`config.mk`:
```
export PLATFORM = sky130hd
export DESIGN_NAME = load_byte_sequencer
export DESIGN_NICKNAME = d
export VERILOG_FILES = /design/src/rtl/load_byte_sequencer.sv
export SDC_FILE = /design/constraint.sdc
export NUM_CORES = 1
export LEC_CHECK = 0
export CAP_MARGIN = 25
export CELL_PAD_IN_SITES_DETAIL_PLACEMENT = 1
export CELL_PAD_IN_SITES_GLOBAL_PLACEMENT = 2
export CORE_UTILIZATION = 36
export CTS_CLUSTER_SIZE = 10
export DETAILED_ROUTE_END_ITERATION = 16
export GPL_ROUTABILITY_DRIVEN = 0
export GPL_TIMING_DRIVEN = 0
export PLACE_DENSITY_LB_ADDON = 0.25
export SLEW_MARGIN = 20
export SYNTH_ARGS = -nofsm -noshare
export SYNTH_HDL_FRONTEND = slang
export SYNTH_SLANG_ARGS = --single-unit
```
`constraint.sdc`:
```
create_clock -name clock -period 6.6 [get_ports clock]
set_clock_uncertainty 0.2 [all_clocks]
set_input_delay 1.65 -clock clock [delete_from_list [all_inputs] [get_ports clock]]
set_output_delay 1.65 -clock clock [all_outputs]
set_load 0.01 [all_outputs]
```
`src/rtl/load_byte_sequencer.sv`:
```
// load_byte_sequencer
//   Turns one RISC-V style load request (LB/LH/LW/LBU/LHU) into a series of
//   single-byte memory reads, assembles the bytes little-endian and returns
//   the sign- or zero-extended 32-bit result as a one-cycle response.
//
// Ports
//   clock, reset_n              : clock (rising edge), asynchronous active-low reset
//   req_valid / req_ready       : request handshake; ready only while idle
//   req_addr, req_funct3        : byte address and load type of the request
//   mem_rd_en, mem_addr         : one-cycle byte-read strobe and its address
//   mem_rd_data, mem_rd_valid   : returned byte and its qualifier
//   rsp_valid                   : one-cycle result pulse
//   rsp_data, rsp_err           : extended result / illegal-funct3 flag, held
//                                 until the next response
//   busy                        : stall indication, high whenever not idle
module load_byte_sequencer #(
   parameter int ADDR_W = 32
) (
   input  logic              clock,
   input  logic              reset_n,
   input  logic              req_valid,
   output logic              req_ready,
   input  logic [ADDR_W-1:0] req_addr,
   input  logic [2:0]        req_funct3,
   output logic              mem_rd_en,
   output logic [ADDR_W-1:0] mem_addr,
   input  logic [7:0]        mem_rd_data,
   input  logic              mem_rd_valid,
   output logic              rsp_valid,
   output logic [31:0]       rsp_data,
   output logic              rsp_err,
   output logic              busy
);

   typedef enum logic [1:0] {IDLE, ISSUE, WAIT, DONE} state_t;

   state_t              state_q;
   logic [ADDR_W-1:0]   base_q;
   logic [2:0]          funct3_q;
   logic [2:0]          nbytes_q;
   logic [2:0]          index_q;
   logic [31:0]         buf_q;
   logic                mem_rd_en_q;
   logic [ADDR_W-1:0]   mem_addr_q;
   logic                rsp_valid_q;
   logic [31:0]         rsp_data_q;
   logic                rsp_err_q;

   logic [31:0]         buf_d;
   logic [2:0]          index_d;
   logic [2:0]          req_nbytes;

   // Number of bytes a load type reads; 0 marks an illegal funct3.
   function automatic logic [2:0] decode_nbytes(input logic [2:0] f3);
      case (f3)
         3'b000, 3'b100: decode_nbytes = 3'd1;
         3'b001, 3'b101: decode_nbytes = 3'd2;
         3'b010:         decode_nbytes = 3'd4;
         default:        decode_nbytes = 3'd0;
      endcase
   endfunction

   function automatic logic [31:0] extend(input logic [31:0] raw, input logic [2:0] f3);
      case (f3)
         3'b000:  extend = {{24{raw[7]}}, raw[7:0]};
         3'b100:  extend = {24'd0, raw[7:0]};
         3'b001:  extend = {{16{raw[15]}}, raw[15:0]};
         3'b101:  extend = {16'd0, raw[15:0]};
         default: extend = raw;
      endcase
   endfunction

   assign req_nbytes = decode_nbytes(req_funct3);
   assign index_d    = index_q + 3'd1;

   // Buffer with the arriving byte merged into its lane; the final byte lands
   // on the same edge that enters DONE, so the response is built from this.
   always_comb begin
      buf_d = buf_q;
      buf_d[8*index_q[1:0] +: 8] = mem_rd_data;
   end

   always_ff @(posedge clock or negedge reset_n) begin
      if (!reset_n) begin
         state_q     <= IDLE;
         base_q      <= '0;
         funct3_q    <= 3'd0;
         nbytes_q    <= 3'd0;
         index_q     <= 3'd0;
         buf_q       <= 32'd0;
         mem_rd_en_q <= 1'b0;
         mem_addr_q  <= '0;
         rsp_valid_q <= 1'b0;
         rsp_data_q  <= 32'd0;
         rsp_err_q   <= 1'b0;
      end else begin
         mem_rd_en_q <= 1'b0;
         rsp_valid_q <= 1'b0;
         case (state_q)
            IDLE: begin
               if (req_valid) begin
                  base_q   <= req_addr;
                  funct3_q <= req_funct3;
                  nbytes_q <= req_nbytes;
                  index_q  <= 3'd0;
                  buf_q    <= 32'd0;
                  if (req_nbytes == 3'd0) begin
                     // Illegal load type: respond at once, no memory traffic.
                     state_q     <= DONE;
                     rsp_valid_q <= 1'b1;
                     rsp_err_q   <= 1'b1;
                     rsp_data_q  <= 32'd0;
                  end else begin
                     state_q     <= ISSUE;
                     mem_rd_en_q <= 1'b1;
                     mem_addr_q  <= req_addr;
                  end
               end
            end
            ISSUE: state_q <= WAIT;
            WAIT: begin
               if (mem_rd_valid) begin
                  buf_q   <= buf_d;
                  index_q <= index_d;
                  if (index_d < nbytes_q) begin
                     state_q     <= ISSUE;
                     mem_rd_en_q <= 1'b1;
                     mem_addr_q  <= base_q + ADDR_W'(index_d);
                  end else begin
                     state_q     <= DONE;
                     rsp_valid_q <= 1'b1;
                     rsp_err_q   <= 1'b0;
                     rsp_data_q  <= extend(buf_d, funct3_q);
                  end
               end
            end
            DONE:    state_q <= IDLE;
            default: state_q <= IDLE;
         endcase
      end
   end

   assign req_ready = (state_q == IDLE);
   assign busy      = (state_q != IDLE);
   assign mem_rd_en = mem_rd_en_q;
   assign mem_addr  = mem_addr_q;
   assign rsp_valid = rsp_valid_q;
   assign rsp_data  = rsp_data_q;
   assign rsp_err   = rsp_err_q;

endmodule

```
==> results of run 1 <==
-- power breakdown --
group / switching (mW) / leakage, nW / internal [mW]
sequential: 0.260 / 1.87 / 1.20
combinational: 1.11 / 1.93 / 0.868
clock: 0.395 / 0.265 / 0.540
-- cell type report --
cell class                      instances  area (sq um)
Sequential cell                       142          3553
Timing Repair Buffer                  116          1184
Fill cell                            2160          9801
Multi-Input combinational cell        534          3191
Inverter                               29         108.9
Tap cell                              260         325.3
Clock inverter                         12         112.6
Buffer                                 45         224.0
Clock buffer                           20         456.7
-- per-layer routing --
| metal | vias to the layer above | routed length (um) | track usage, % |
|---|---|---|---|
| met2 | 118 | 11280 | 41.31 |
| li1 | 2888 | - | - |
| met5 | - | 0 | 0 |
| met1 | 3177 | 9836 | 28.83 |
| met3 | 22 | 583 | 2.995 |
| met4 | 0 | 308 | 7.187 |
-- through the flow --
stage | instances | setup slack, ns | utilization (%) | TNS [ns]
global placement | 1125 | -2.194 | 45.12 | -309.39
detailed placement | 1126 | 2.223 | 45.29 | 0
finish | 1158 | 2.649 | 48.30 | 0
floorplan | 750 | 3.476 | - | 0
CTS | 1158 | 2.650 | 48.30 | 0
global route | 1158 | 2.525 | 48.30 | 0
-- flip-flops by register name, indices dropped and copies added (netlist names) --
signal and flops:
rsp_valid 1, buf_q 32, mem_addr 32, mem_rd_en 1
rsp_data 32, base_q 32, funct3_q 3, index_q 3
state_q 2, nbytes_q 3, rsp_err 1
-- cell usage after synthesis (all sizes together), types with 10 or more instances --
cell type and n:
nand2 181, dfrtp 142, o21ai 57, inv 29, nand3 29, nor2 29
clkbuf 24, a22o 23, a21oi 22, buf 21, nor2b 20, o211ai 16
a221o 15, xnor2 12, xor2 12, mux2i 11, o31ai 11, and3 10
-- kinds of logic after synthesis --
logic type | synth area share [%]
compound gates | 17.49
mux | 2.670
buf+inv | 4.703
flops | 50.21
simple gates | 20.08
fa+ha+maj | 1.874
xor+xnor | 2.970
-- worst max-delay path: stages --
cell	delay, ns
clkdlybuf4s50_1	0.59
o21ai_1	0.21
and2_1	0.18
buf_2	0.21
a21oi_2	0.39
clkbuf_1	0.57
nand2_1	0.13
o211ai_1	0.13
-- cell usage in the layout (no fill, tap or decap), types with 7 or more instances in the layout --
| master | n |
|---|---|
| a221o_1 | 15 |
| o22a_1 | 7 |
| dfrtp_1 | 142 |
| buf_2 | 14 |
| xor2_1 | 12 |
| a21oi_1 | 20 |
| nand2_1 | 181 |
| xnor2_1 | 12 |
| clkbuf_1 | 25 |
| o21ai_0 | 55 |
| nor2_1 | 25 |
| nor2b_1 | 20 |
| nand3_1 | 29 |
| ha_1 | 9 |
| o31ai_1 | 11 |
| a31oi_1 | 8 |
| o211ai_1 | 16 |
| a22o_1 | 23 |
| and3_1 | 10 |
| clkdlybuf4s50_1 | 114 |
| inv_1 | 29 |
| clkbuf_16 | 17 |
| mux2i_1 | 11 |
-- how the worst max path moves through the flow --
stage / endpoint / cells after the start / startpoint
2_1_floorplan: rsp_data[30] / 6 / req_valid
3_3_place_gp: mem_addr[25] / 1 / reset_n
3_5_place_dp: mem_addr[12] / 8 / req_funct3[0]
4_1_cts: mem_addr[12] / 8 / req_funct3[0]
5_1_grt: mem_addr[10] / 8 / req_funct3[0]
6_report: mem_addr[12] / 8 / req_funct3[0]
==> results.sh, run 1 <==
export IMPL_status="complete, no violations"
export IMPL_clockRootBuffer="clkbuf_16"
export IMPL_detailed_place_hpwl_um=15960
export IMPL_rsz0062_at_grt="false"
export IMPL_ios=116
export IMPL_ir_worst_vdd_mv=0.2653
export IMPL_start_util_pct=37.33
export IMPL_synth_top_area_share_pct=50.21
export IMPL_grt_pass1_vias=6648
export IMPL_worst_pin_slew_ns=0.7967
export IMPL_num_rows=50
export IMPL_end_kind="flop"
export IMPL_syn_area_sq_um=7077
export IMPL_synth_cells=750
export IMPL_grt_max_degree=86
export IMPL_groute_usage_overall_pct=23.11
export IMPL_total_power_mw=4.379
export IMPL_drive_above_1_share_pct=8.686
export IMPL_post_cts_setup_buffers=0
export IMPL_hold_viol=0
export IMPL_drv_cap=0
export IMPL_synth_area_top_cells="dfrtp_1, nand2_1, o21ai_0"
export IMPL_n_antenna_cell=0
export IMPL_first_pass_iters=4
export IMPL_synth_ff_type="dfrtp_1"
export IMPL_ant_nets=0
export IMPL_htreeDepth=4
export IMPL_synth_enable_flop_cells=0
export IMPL_postCtsResizedCells=0
export IMPL_avgSynthCellArea_sq_um=9.436
export IMPL_p_leak_nw=4.057
export IMPL_antenna_found_initial=0
export IMPL_reg2reg_from="index_q[0]"
export IMPL_drc=0
export IMPL_crit_fanout=10
export IMPL_die_h_um=142.2
export IMPL_min_path_type="flop to flop"
export IMPL_worstPathArrival_ns=4.09
export IMPL_design_die_area_sq_um=20220
export IMPL_yosysUniqueCellTypes=60
export IMPL_overflow=0
export IMPL_clk_latency_ns=0.42
export IMPL_synth_seq_area_share_pct=50.21
export IMPL_fmax_mhz=253.1
export IMPL_numCtsBuffers=17
export IMPL_area_growth_pct=29.37
export IMPL_fin_area_sq_um=9155
export IMPL_reg2reg_depth=10
export IMPL_period_share_pct=59.87
export IMPL_via_count=6205
export IMPL_crit_path_start_kind="input port"
export IMPL_async_reset_ff_share_pct=100.0
export IMPL_wl_um=22010
export IMPL_synth_seq_cells=142
export IMPL_min_period_ns=3.951
export IMPL_r2r_end="mem_addr[28]"
export IMPL_grt_first_pass_wirelength_um=35940
export IMPL_hold_worst_slack_ns=0.2711
export IMPL_avgViaCountPerCell=5.358
export IMPL_fp_coreArea_sq_um=18960
export IMPL_nets=942
export IMPL_cts_sinks=142
export IMPL_min_path_cells=2
export IMPL_place_area_sq_um=8586
export IMPL_path_clk_slew_ns=0.07
export IMPL_fp_dieW_um=142.2
export IMPL_hold_start="buf_q[11]"
export IMPL_wl_per_cell_um=19.01
export IMPL_io_buffers=115
export IMPL_cts_tree="done"
export IMPL_yosys_area_top_type="dfrtp_1"
export IMPL_drv_slew=0
export IMPL_syn_num_nets=807
export IMPL_p_per_area_nw_per_um2=478.4
export IMPL_finalSetupViolCount=0
export IMPL_cts_hold_buf=0
export IMPL_clock_path_buffers=2
export IMPL_hold_path_end="buf_q[11]"
export IMPL_max_slew_margin_rel_pct=46.75
export IMPL_ff2ff_setup_slack_ns=2.98
export IMPL_crit_type="input port to flop"
export IMPL_required_ns=6.73
export IMPL_drt_iter0_markers=278
export IMPL_yosys_warnings=0
Note: power is estimated with default switching activity, not from simulation.
==> run 2: changes to the inputs <==
--- a/config.mk
+++ b/config.mk
@@ -8,7 +8,7 @@
 export CAP_MARGIN = 25
 export CELL_PAD_IN_SITES_DETAIL_PLACEMENT = 1
 export CELL_PAD_IN_SITES_GLOBAL_PLACEMENT = 2
-export CORE_UTILIZATION = 36
+export CORE_UTILIZATION = 33
 export CTS_CLUSTER_SIZE = 10
 export DETAILED_ROUTE_END_ITERATION = 16
 export GPL_ROUTABILITY_DRIVEN = 0
==> constraint.sdc (replaced) <==
create_clock -name clock -period 3.9 [get_ports clock]
set_clock_uncertainty 0.2 [all_clocks]
set_input_delay 0.975 -clock clock [delete_from_list [all_inputs] [get_ports clock]]
set_output_delay 0.975 -clock clock [all_outputs]
set_load 0.01 [all_outputs]
==> run 2 against run 1 <==
Compared with the run above:
- sequential share of layout area about the same
- clock power increased by 65%
- count of clock-buffer cells in the layout unchanged
- global-route usage decreased by 1.3 points
- die area increased by 9.0%
- non-clock buffer count unchanged
- critical path type is now flop to flop
- largest cell class unchanged
==> results.sh, run 2 (same netlist as run 1, synthesis figures left out) <==
export IMPL_avgViaCountPerCell=5.305
export IMPL_wl_per_cell_um=19.41
export IMPL_required_ns=4.07
export IMPL_n_antenna_cell=0
export IMPL_drv_slew=0
export IMPL_layoutNonFillerInstCount=1172
export IMPL_io_buffers=115
export IMPL_ios=116
export IMPL_period_share_pct=93.58
export IMPL_grt_max_degree=79
export IMPL_fill_cells=2368
export IMPL_die_h_um=148.4
export IMPL_finalSetupViolCount=0
export IMPL_numCtsBuffers=17
export IMPL_detailed_place_hpwl_um=16390
export IMPL_worstPathArrival_ns=3.82
export IMPL_via_count=6217
export IMPL_postCtsResizedCells=0
export IMPL_crit_path_start_kind="flop"
export IMPL_crit_start="index_q[0]"
export IMPL_most_common_layout_cells="nand2_1, dfrtp_1, clkdlybuf4s50_1, o21ai_0"
export IMPL_end_kind="flop"
export IMPL_cts_sinks=142
export IMPL_fp_coreArea_sq_um=21020
export IMPL_wl_um=22750
export IMPL_total_power_mw=7.386
export IMPL_drive_above_1_share_pct=8.473
export IMPL_grt_first_pass_wirelength_um=36940
export IMPL_drt_iter0_markers=338
export IMPL_drc=0
export IMPL_cp_buffers_inverters=2
export IMPL_path_delay_family="adder cells"
export IMPL_groute_usage_overall_pct=21.78
export IMPL_critPathMaxStageDelay_ns=0.52
export IMPL_final_setup_tns_ns=0
export IMPL_min_period_ns=3.650
export IMPL_first_pass_iters=4
export IMPL_post_place_cells=1141
export IMPL_min_path_type="flop to flop"
export IMPL_mostFrequentLayoutCell="nand2_1"
export IMPL_clock_path_buffers=2
export IMPL_hold_viol=0
export IMPL_path_clk_slew_ns=0.06
export IMPL_num_rows=53
export IMPL_cpMaxStageDelayCell="ha_1"
export IMPL_p_per_area_nw_per_um2=807.5
export IMPL_rsz0062_at_grt="false"
export IMPL_post_cts_setup_buffers=0
export IMPL_crit_fanout=7
export IMPL_design_die_area_sq_um=22030
export IMPL_nets=942
export IMPL_max_slew_margin_rel_pct=46.23
export IMPL_fmax_mhz=274.0
export IMPL_cts_tree="done"
export IMPL_fp_dieW_um=148.4
export IMPL_status="complete, no violations"
export IMPL_drv_cap=0
export IMPL_grt_pass1_vias=6762
export IMPL_crit_top_cell="inv_1"
export IMPL_clk_latency_ns=0.42
export IMPL_ir_worst_vdd_mv=0.2818
export IMPL_area_growth_pct=29.24
export IMPL_overflow=0
export IMPL_crit_type="flop to flop"
export IMPL_cts_hold_buf=0
export IMPL_worst_pin_slew_ns=0.8044
export IMPL_hold_start="nbytes_q[0]"
export IMPL_path_cells="inv_1 > ha_1 > inv_1 > fa_1 > nor2b_1 > o2111ai_2 > or3_1 > a311oi_1 > a21o_1"
export IMPL_reg2reg_from="index_q[0]"
export IMPL_clockRootBuffer="clkbuf_16"
export IMPL_htreeDepth=4
export IMPL_start_util_pct=33.66
export IMPL_ant_nets=0
export IMPL_p_leak_nw=4.054
export IMPL_antenna_found_initial=0
## run 2: path summary, 6_finish.rpt
path	end	slack, ns	depth (start not counted)
worst max-delay path	mem_addr[14]	0.25	9
worst min-delay path	nbytes_q[0]	0.28	2
worst max register to register	mem_addr[14]	0.25	9
worst min register to register	nbytes_q[0]	0.28	2
max in group asynchronous	index_q[1]	2.42	2
min in group asynchronous	buf_q[4]	0.33	1
## run 2: per-layer routing
layer  GRT usage (%)  wire length [um]
met1           27.82             10260
met2           36.87             11160
met3           4.049               802
met4           7.371               539
met5               0                 0
## run 2: power by group
part	switching, mW	internal (mW)	total (mW)
sequential	0.445	2.04	2.48
clock	0.652	0.886	1.54
combinational	1.90	1.47	3.36
## run 2: through the flow
stage	hold slack (ns)	setup slack, ns	instance area, sq um	util (%)
floorplan	0.2422	0.9977	7077	-
global placement	0.2542	-4.276	8572	40.78
detailed placement	0.2732	0.1684	8605	40.93
CTS	0.2867	0.1982	9146	43.51
global route	0.3122	0.01750	9146	43.51
finish	0.2812	0.2504	9146	43.51
## run 2: final cells by class
type	instances	area, sq um	area share, %
plain buffers	45	224.0	2.449
clock buffers	20	446.7	4.884
clock inverters	11	95.09	1.040
inverters	29	108.9	1.190
multi-input cells	534	3191	34.88
flip-flops and latches	142	3553	38.85
well taps	275	344.1	3.762
repair buffers	116	1184	12.94
## run 2: tightest hold or removal path, cell delays in order (launching register included)
cell and delay [ns]:
dfrtp_1 0.34, nand2_1 0.05, o31ai_1 0.05
==> run 3: changes to the inputs <==
--- a/config.mk
+++ b/config.mk
@@ -12,7 +12,6 @@
 export CTS_CLUSTER_SIZE = 10
 export DETAILED_ROUTE_END_ITERATION = 16
 export GPL_ROUTABILITY_DRIVEN = 0
-export GPL_TIMING_DRIVEN = 0
 export PLACE_DENSITY_LB_ADDON = 0.25
 export SLEW_MARGIN = 20
 export SYNTH_ARGS = -nofsm -noshare
==> run 3 against run 2 <==
Compared with the run above:
- via count decreased by 3.8%
- fmax increased by 3.2%
- setup slack improved by 0.11 ns
- sequential share of layout area increased by 0.20 points
- cell count decreased by 2.5%
- largest cell class unchanged
- largest power group unchanged
==> results.sh, run 3 (same netlist as run 1, synthesis figures left out) <==
export IMPL_cts_sinks=142
export IMPL_p_per_area_nw_per_um2=815.3
export IMPL_crit_type="flop to flop"
export IMPL_num_rows=53
export IMPL_status="complete, no violations"
export IMPL_min_path_cells=2
export IMPL_ios=116
export IMPL_io_buffers=115
export IMPL_hold_path_end="buf_q[10]"
export IMPL_numCtsBuffers=17
export IMPL_end_kind="flop"
export IMPL_critPathMaxStageDelay_ns=0.51
export IMPL_grt_first_pass_wirelength_um=35330
export IMPL_most_common_layout_cells="nand2_1, dfrtp_1, clkdlybuf4s50_1, o21ai_0"
export IMPL_overflow=0
export IMPL_fill_cells=2376
export IMPL_wl_met1_um=9810
export IMPL_drv_slew=0
export IMPL_min_path_type="flop to flop"
export IMPL_post_place_cells=1111
export IMPL_reg2reg_depth=10
export IMPL_grt_max_degree=93
export IMPL_worst_pin_slew_ns=0.9141
export IMPL_r2r_end="mem_addr[22]"
export IMPL_cp_buffers_inverters=3
export IMPL_wl_per_cell_um=18.80
export IMPL_wl_met3_um=688
export IMPL_die_h_um=148.4
export IMPL_multi_input_comb_area_sq_um=3199
export IMPL_path_clk_slew_ns=0.06
export IMPL_hold_start="buf_q[10]"
export IMPL_min_period_ns=3.537
export IMPL_met2_length_um=10730
export IMPL_max_slew_margin_rel_pct=39.06
export IMPL_required_ns=3.97
export IMPL_groute_usage_overall_pct=20.79
export IMPL_ant_nets=0
export IMPL_hold_worst_slack_ns=0.2728
export IMPL_wl_um=21490
export IMPL_path_cells="inv_1 > ha_1 > inv_1 > fa_1 > nor2b_1 > o2111ai_2 > buf_4 > o31a_1 > nor3_1 > o31ai_1"
export IMPL_finalSetupViolCount=0
export IMPL_worst_slack_ns=0.3626
export IMPL_place_ws_ns=0.4066
export IMPL_drt_iter0_markers=259
export IMPL_period_share_pct=90.70
export IMPL_p_leak_nw=4.029
export IMPL_detailed_place_hpwl_um=14780
export IMPL_ff2ff_setup_slack_ns=0.36
export IMPL_crit_top_cell="inv_1"
export IMPL_fp_dieW_um=148.4
export IMPL_worstPathArrival_ns=3.61
export IMPL_grt_pass1_vias=6521
export IMPL_area_growth_pct=28.59
export IMPL_final_seq_area_sq_um=3553
export IMPL_hold_viol=0
export IMPL_postCtsResizedCells=0
export IMPL_via_count=5983
export IMPL_crit_path_start_kind="flop"
export IMPL_drive_above_1_share_pct=8.641
export IMPL_post_cts_setup_buffers=0
export IMPL_fmax_mhz=282.7
export IMPL_final_setup_tns_ns=0
export IMPL_path_delay_family="adder cells"
export IMPL_cpMaxStageDelayCell="dfrtp_1"
export IMPL_rsz0062_at_grt="false"
export IMPL_crit_fanout=9
export IMPL_ir_worst_vdd_mv=0.3184
export IMPL_mostFrequentLayoutCell="nand2_1"
export IMPL_n_antenna_cell=0
export IMPL_htreeDepth=4
export IMPL_clock_path_buffers=2
export IMPL_avgViaCountPerCell=5.234
export IMPL_fp_coreArea_sq_um=21020
export IMPL_drc=0
export IMPL_nets=912
export IMPL_design_die_area_sq_um=22030
export IMPL_start_util_pct=33.66
export IMPL_dr_max_layer_used="met4"
export IMPL_layoutNonFillerInstCount=1143
export IMPL_drv_cap=0
export IMPL_cts_hold_buf=0
export IMPL_clockRootBuffer="clkbuf_16"
export IMPL_first_pass_iters=4
export IMPL_cts_tree="done"
export IMPL_clk_latency_ns=0.42
export IMPL_reg2reg_from="index_q[0]"
export IMPL_antenna_found_initial=0
run 3: changes by cell type in the layout (fill, tap and decap cells not counted), moves of 2 or more:
cell,before,now
clkinvlp_4,3,5
clkinv_2,5,1
buf_2,14,0
buf_4,2,14
clkbuf_1,26,0
buf_6,4,1
inv_6,0,4
buf_12,0,2
run 3: worst max-delay path by stage:
stage	start	depth (start not counted)	slack (ns)	endpoint
finish	index_q[0]	10	0.36	mem_addr[22]
global placement	index_q[0]	10	0.64	mem_addr[26]
detailed placement	index_q[0]	10	0.41	mem_addr[22]
global route	index_q[0]	10	0.17	mem_addr[26]
floorplan	index_q[0]	11	1.0	rsp_data[31]
CTS	index_q[0]	10	0.37	mem_addr[22]
run 3: stage by stage:
stage | total power [mW] | area [sq um] | utilization (%)
2_1_floorplan | 4.371 | 7077 | -
3_3_place_gp | 5.690 | 8503 | 40.45
3_5_place_dp | 5.803 | 8503 | 40.45
4_1_cts | 7.508 | 9100 | 43.29
5_1_grt | 7.939 | 9100 | 43.29
6_report | 7.420 | 9100 | 43.29
run 3: metal layers:
metal | up-vias | global-route usage (%)
met3 | 17 | 4.080
li1 | 2813 | -
met1 | 3043 | 26.49
met5 | - | 0
met4 | 0 | 6.082
met2 | 110 | 35.54
run 3: layout make-up:
| cell class | instances | share of cell area [%] |
|---|---|---|
| Inverter | 29 | 1.196 |
| Multi-Input combinational cell | 534 | 35.16 |
| Clock buffer | 18 | 4.826 |
| Tap cell | 275 | 3.781 |
| Timing Repair Buffer | 131 | 14.26 |
| Sequential cell | 142 | 39.05 |
| Clock inverter | 14 | 1.732 |
run 3: worst register-to-register path, stage by stage, from the launching register on:
cell       delay [ns]
dfrtp_1          0.51
inv_1            0.22
ha_1             0.50
inv_1            0.19
fa_1             0.44
nor2b_1          0.27
o2111ai_2        0.23
buf_4            0.24
o31a_1           0.28
nor3_1           0.20
o31ai_1          0.11
run 3: where the power goes:
part | switching [mW] | internal (mW)
clock | 0.693 | 0.971
sequential | 0.519 | 2.04
combinational | 1.76 | 1.44
total | 2.97 | 4.45
